**config.mk**
```make
export PLATFORM = sky130hd
export DESIGN_NAME = grey_step_tracker
export DESIGN_NICKNAME = d
export VERILOG_FILES = /design/src/rtl/grey_pkg.sv /design/src/rtl/grey_to_bin.sv /design/src/rtl/grey_step_tracker.sv
export SDC_FILE = /design/constraint.sdc
export NUM_CORES = 1
export LEC_CHECK = 0
export ABC_CLOCK_PERIOD_IN_PS = 3100
export CAP_MARGIN = 40
export CORE_MARGIN = 1
export CORE_UTILIZATION = 52
export DETAILED_ROUTE_END_ITERATION = 10
export PLACE_DENSITY = 0.81
export SYNTH_ARGS = -nofsm -noshare
export SYNTH_HDL_FRONTEND = slang
export SYNTH_HIERARCHICAL = 1
export SYNTH_SLANG_ARGS = --single-unit
```
**constraint.sdc**
```tcl
create_clock -name clk -period 3.1 [get_ports clk]
set_input_delay 0.465 -clock clk [delete_from_list [all_inputs] [get_ports clk]]
set_output_delay 0.465 -clock clk [all_outputs]
set_load 0.03 [all_outputs]
```
**src/rtl/grey_pkg.sv**
```systemverilog
// Shared constants and Gray/binary conversion helpers for the Gray step tracker.
package grey_pkg;

  localparam int GREY_WIDTH       = 5;
  localparam int GREY_SYNC_STAGES = 2;
  localparam int GREY_CNT_W       = 16;

  function automatic logic [31:0] gray2bin(input logic [31:0] g);
    logic [31:0] b;
    b[31] = g[31];
    for (int i = 30; i >= 0; i--) begin
      b[i] = b[i+1] ^ g[i];
    end
    return b;
  endfunction

  function automatic logic [31:0] bin2gray(input logic [31:0] b);
    return b ^ (b >> 1);
  endfunction

endpackage

```
**src/rtl/grey_to_bin.sv**
```systemverilog
// Combinational Gray-to-binary decoder: each binary bit is the XOR of all Gray bits at or above it.
module grey_to_bin #(
  parameter int WIDTH = 5
) (
  input  logic [WIDTH-1:0] gray_i,
  output logic [WIDTH-1:0] bin_o
);

  always_comb begin
    bin_o = '0;
    for (int i = 0; i < WIDTH; i++) begin
      bin_o[i] = ^(gray_i >> i);
    end
  end

endmodule

```
**src/rtl/grey_step_tracker.sv**
```systemverilog
// Synchronises a Gray-coded input, decodes it and classifies each change as +1/-1 step or error.
// Optional build macro GREY_GLITCH_FILTER_EN requires two equal synchronised samples before use.
module grey_step_tracker
  import grey_pkg::*;
#(
  parameter int WIDTH       = GREY_WIDTH,
  parameter int SYNC_STAGES = GREY_SYNC_STAGES,
  parameter int CNT_W       = GREY_CNT_W
) (
  input  logic             clk,
  input  logic             rst_n,
  input  logic [WIDTH-1:0] g_in,
  input  logic             clr,
  output logic [WIDTH-1:0] bin_out,
  output logic             step_valid,
  output logic             dir_up,
  output logic             err,
  output logic             err_sticky,
  output logic [CNT_W-1:0] step_cnt
);

  logic [WIDTH-1:0]       sync_q [SYNC_STAGES];
  logic [SYNC_STAGES-1:0] sync_vld_q;
  logic [WIDTH-1:0]       s;
  logic                   s_vld;
  logic [WIDTH-1:0]       samp;
  logic                   samp_ok;
  logic [WIDTH-1:0]       d;

  logic [WIDTH-1:0] cur_q, cur_d;
  logic             primed_q, primed_d;
  logic             step_valid_q, step_valid_d;
  logic             dir_up_q, dir_up_d;
  logic             err_q, err_d;
  logic             err_sticky_q, err_sticky_d;
  logic [CNT_W-1:0] step_cnt_q, step_cnt_d;

  function automatic logic [CNT_W-1:0] sat_inc(input logic [CNT_W-1:0] v);
    return (v == '1) ? v : v + CNT_W'(1);
  endfunction

  // Stage: input synchroniser; the valid bits mark when the chain holds real samples after reset
  always_ff @(posedge clk or negedge rst_n) begin
    if (!rst_n) begin
      for (int i = 0; i < SYNC_STAGES; i++) sync_q[i] <= '0;
      sync_vld_q <= '0;
    end else begin
      sync_q[0] <= g_in;
      for (int i = 1; i < SYNC_STAGES; i++) sync_q[i] <= sync_q[i-1];
      sync_vld_q <= {sync_vld_q[SYNC_STAGES-2:0], 1'b1};
    end
  end

  assign s     = sync_q[SYNC_STAGES-1];
  assign s_vld = sync_vld_q[SYNC_STAGES-1];

`ifdef GREY_GLITCH_FILTER_EN
  logic [WIDTH-1:0] hold_q;
  logic             hold_vld_q;

  // Stage: glitch filter; a sample is used only once it matched on two consecutive cycles
  always_ff @(posedge clk or negedge rst_n) begin
    if (!rst_n) begin
      hold_q     <= '0;
      hold_vld_q <= 1'b0;
    end else begin
      hold_q     <= s;
      hold_vld_q <= s_vld;
    end
  end

  assign samp    = hold_q;
  assign samp_ok = hold_vld_q & s_vld & (s == hold_q);
`else
  assign samp    = s;
  assign samp_ok = s_vld;
`endif

  grey_to_bin #(.WIDTH(WIDTH)) u_dec (
    .gray_i (samp),
    .bin_o  (d)
  );

  // Stage: compare decoded value with the tracked value and update counters
  always_comb begin
    cur_d        = cur_q;
    primed_d     = primed_q;
    step_valid_d = 1'b0;
    dir_up_d     = dir_up_q;
    err_d        = 1'b0;
    err_sticky_d = err_sticky_q;
    step_cnt_d   = step_cnt_q;
    if (clr) begin
      step_cnt_d   = '0;
      err_sticky_d = 1'b0;
      primed_d     = 1'b0;
      if (samp_ok) cur_d = d;
    end else if (samp_ok) begin
      cur_d = d;
      if (!primed_q) begin
        primed_d = 1'b1;
      end else if (d == cur_q) begin
        cur_d = cur_q;
      end else if (d == cur_q + WIDTH'(1)) begin
        step_valid_d = 1'b1;
        dir_up_d     = 1'b1;
        step_cnt_d   = sat_inc(step_cnt_q);
      end else if (d == cur_q - WIDTH'(1)) begin
        step_valid_d = 1'b1;
        dir_up_d     = 1'b0;
        step_cnt_d   = sat_inc(step_cnt_q);
      end else begin
        err_d        = 1'b1;
        err_sticky_d = 1'b1;
      end
    end
  end

  always_ff @(posedge clk or negedge rst_n) begin
    if (!rst_n) begin
      cur_q        <= '0;
      primed_q     <= 1'b0;
      step_valid_q <= 1'b0;
      dir_up_q     <= 1'b0;
      err_q        <= 1'b0;
      err_sticky_q <= 1'b0;
      step_cnt_q   <= '0;
    end else begin
      cur_q        <= cur_d;
      primed_q     <= primed_d;
      step_valid_q <= step_valid_d;
      dir_up_q     <= dir_up_d;
      err_q        <= err_d;
      err_sticky_q <= err_sticky_d;
      step_cnt_q   <= step_cnt_d;
    end
  end

  assign bin_out    = cur_q;
  assign step_valid = step_valid_q;
  assign dir_up     = dir_up_q;
  assign err        = err_q;
  assign err_sticky = err_sticky_q;
  assign step_cnt   = step_cnt_q;

endmodule

```
==> results.sh <==
export IMPL_outcome="complete, no violations"
export IMPL_fin_crit_ps=2910
export IMPL_pin_count=33
export IMPL_fill_cells=265
export IMPL_core_area_sq_mm=0.00342
export IMPL_crit_chain="xor3_2 -> xor2_1 -> xnor2_1 -> nand2b_1 -> nor4_2 -> o21bai_4 -> or4_1 -> a21oi_1"
export IMPL_ant_nets=0
export IMPL_nets=217
export IMPL_slowest_delay_ps=530
export IMPL_yosysTopAreaCell="dfrtp_1"
export IMPL_finalCritPeriodShare=0.938
export IMPL_hpwl_microns=2550
export IMPL_synth_enable_flop_cells=0
export IMPL_vias=1426
export IMPL_synthesis_area_sq_mm=0.00189
export IMPL_grt_pass1_vias=1338
export IMPL_r2r_slack_ps=190
export IMPL_ir_drop_uv=373
export IMPL_synth_area_leaders="dfrtp_1 50%, mux2_2 5.4%, xnor2_1 3.2%"
export IMPL_grt_total_usage=0.209
export IMPL_fin_tns_setup_ps=0
export IMPL_synth_async_reset_ratio=1.00
export IMPL_gp_congestion=0.785
export IMPL_antenna_diode_count=0
export IMPL_finClkSkew_ps=7.22
export IMPL_postRouteWirelength_microns=3660
export IMPL_slew_headroom=0.454
export IMPL_die_h_microns=62.4
export IMPL_grt_remaining_overflow=0
export IMPL_drv_slew=0
export IMPL_rsz0062_at_grt="no"
export IMPL_cts_made_buffers=5
export IMPL_synth_seq_cells=38
export IMPL_clock_sinks=38
export IMPL_worst_pin_slew_ps=818
export IMPL_yosys_area_top_type_share=0.502
export IMPL_postCtsSetupRepairBufs=0
export IMPL_path_class="flip-flop to flip-flop"
export IMPL_cp_max_fo=24
export IMPL_ctsResizeCount=0
export IMPL_cts_root_buf="clkbuf_4"
export IMPL_synthTopCellsByCount="38 x dfrtp_1, 12 x nor2_1, 9 x a21oi_1, 9 x mux2_2, 8 x nor2b_1"
export IMPL_cp_slowest_cell="or4_1"
export IMPL_grt_max_degree=39
export IMPL_design_area_sq_mm=0.00232
export IMPL_cts_htree_levels=2
export IMPL_clock_latency_ps=350
export IMPL_holdBufCountCts=0
export IMPL_grt_pass1_wl_microns=6290
export IMPL_holdWs_ps=195
export IMPL_drt_wirelength_per_cell_microns=14.5
export IMPL_fmax_mhz=344
export IMPL_drc_errors=0
export IMPL_required_ps=3380
export IMPL_postSynthCellCount=171
export IMPL_drv_cap=0
export IMPL_synth_nets=182
export IMPL_power_per_cell_area_mw_per_mm2=505
export IMPL_die_w_microns=62.4
export IMPL_port_buffers=32
export IMPL_yosysMostFrequentCell="dfrtp_1"
export IMPL_cts_tree="yes"
export IMPL_startpoint_type="flip-flop"
export IMPL_hold_viol=0
export IMPL_first_iter_violations=68
export IMPL_ys_types=42
export IMPL_ys_flop_type="dfrtp_1"
export IMPL_yosys_warnings=6
export IMPL_drive_above_1_share=0.130
export IMPL_leakage_nw=0.925
export IMPL_syn_avg_cell_area_sq_um=11.1
export IMPL_cp_arrival_ps=3190
export IMPL_dieArea_sq_mm=0.00389
export IMPL_synth_seq_area_share=0.502
export IMPL_vias_per_cell=5.64
export IMPL_clkTransAtPathRegs_ps=120
export IMPL_clock_tree_buffer_depth=2
export IMPL_critPathCaptureType="flip-flop"
export IMPL_area_growth_pct=22.6
export IMPL_hold_path_class="primary input to async pin"
export IMPL_antenna_found_initial=0
export IMPL_finalSetupViolations=0
export IMPL_worstRegToRegCells=8
export IMPL_place_area_sq_mm=0.00225
export IMPL_num_rows=21
export IMPL_initial_core_util=0.555
export IMPL_firstDrtPassIters=4
worst max-delay path, delay by kind of cell (launching register included):
kind / cells / cell delay [ps]
flip-flops: 1 / 380
AND/OR/NAND/NOR: 3 / 1100
AO/OA/AOI/OAI: 2 / 400
XOR/XNOR: 3 / 950
kinds of logic after synthesis:
family                     after synthesis  synth area share
other                                    1           0.00198
DFF                                     38             0.502
muxes                                    9            0.0535
adders and majority gates                3            0.0198
xor gates and xnor gates                16            0.0945
and+or+nand+nor                         66             0.207
AOI/OAI and AO/OA                       26            0.0905
buffers and inverters                   12            0.0304
per-stage QoR:
stage | total power, mW | setup WS (ps) | instances | utilization
after CTS | 1.18 | 155 | 253 | 0.678
after global placement | 0.886 | 278 | 245 | 0.659
final | 1.17 | 191 | 253 | 0.680
after floorplan | 0.802 | 494 | 171 | -
after global routing | 1.23 | 42.8 | 253 | 0.680
after detailed placement | 0.899 | 195 | 245 | 0.659
state kept, by name, indices dropped and copies added (netlist names):
signal      cells
step_cnt       16
bin_out         5
s               5
sync_q          5
sync_vld_q      2
dir_up          1
err             1
err_sticky      1
primed_q        1
step_valid      1
final cells by class:
type                       instances  area (sq um)  share of cell area
clock buffer                       6          51.3              0.0221
clock inverter                     2          12.5             0.00539
inverter                           5          18.8             0.00808
multi-input combinational        121           893               0.385
sequential                        38           951               0.409
tap                               46          57.6              0.0248
timing repair buffer              35           338               0.145
worst paths after layout:
check / start / to
worst max-delay path: s[3]$_DFF_PN0_ / step_cnt[11]$_DFFE_PN0P_
worst min-delay path: rst_n / step_valid$_DFF_PN0_
worst max register to register: s[3]$_DFF_PN0_ / step_cnt[11]$_DFFE_PN0P_
worst min register to register: sync_q[8]$_DFF_PN0_ / s[3]$_DFF_PN0_
max in group asynchronous: rst_n / s[1]$_DFF_PN0_
min in group clk: sync_q[8]$_DFF_PN0_ / s[3]$_DFF_PN0_
layout by cell type (no fill, tap or decap), types with 2 or more instances in the layout:
cell type / netlist / final
a21oi_1: 9 / 9
and2_1: 3 / 3
and4_1: 2 / 2
buf_4: 1 / 3
clkbuf_4: 0 / 5
clkdlybuf4s50_1: 0 / 31
dfrtp_1: 38 / 38
ha_1: 3 / 3
inv_1: 5 / 5
mux2_2: 9 / 9
nand2_1: 7 / 7
nand2b_1: 2 / 2
nand3_1: 7 / 7
nand4_1: 4 / 4
nor2_1: 12 / 12
nor2b_1: 8 / 8
nor3_1: 5 / 5
o21ai_0: 4 / 4
o31ai_1: 7 / 7
or3_1: 2 / 2
or4_1: 7 / 7
xnor2_1: 7 / 7
xor2_1: 6 / 6
power breakdown:
| group | switching, mW | total [mW] | leakage (nW) | internal, mW |
|---|---|---|---|---|
| Clock | 0.170 | 0.279 | 0.0343 | 0.109 |
| Sequential | 0.0390 | 0.564 | 0.489 | 0.525 |
| Combinational | 0.189 | 0.328 | 0.402 | 0.139 |
| Total | 0.398 | 1.17 | 0.925 | 0.774 |
metal layers:
| metal | part of all wire | vias to the layer above | global-route usage | routed length (microns) |
|---|---|---|---|---|
| li1 | - | 678 | - | - |
| met1 | 0.45 | 693 | 0.272 | 1630 |
| met2 | 0.49 | 47 | 0.335 | 1800 |
| met3 | 0.048 | 8 | 0.0533 | 176 |
| met4 | 0.015 | 0 | 0.0814 | 55 |
| met5 | 0 | - | 0 | 0 |
Power figures use the tool's default switching activity.
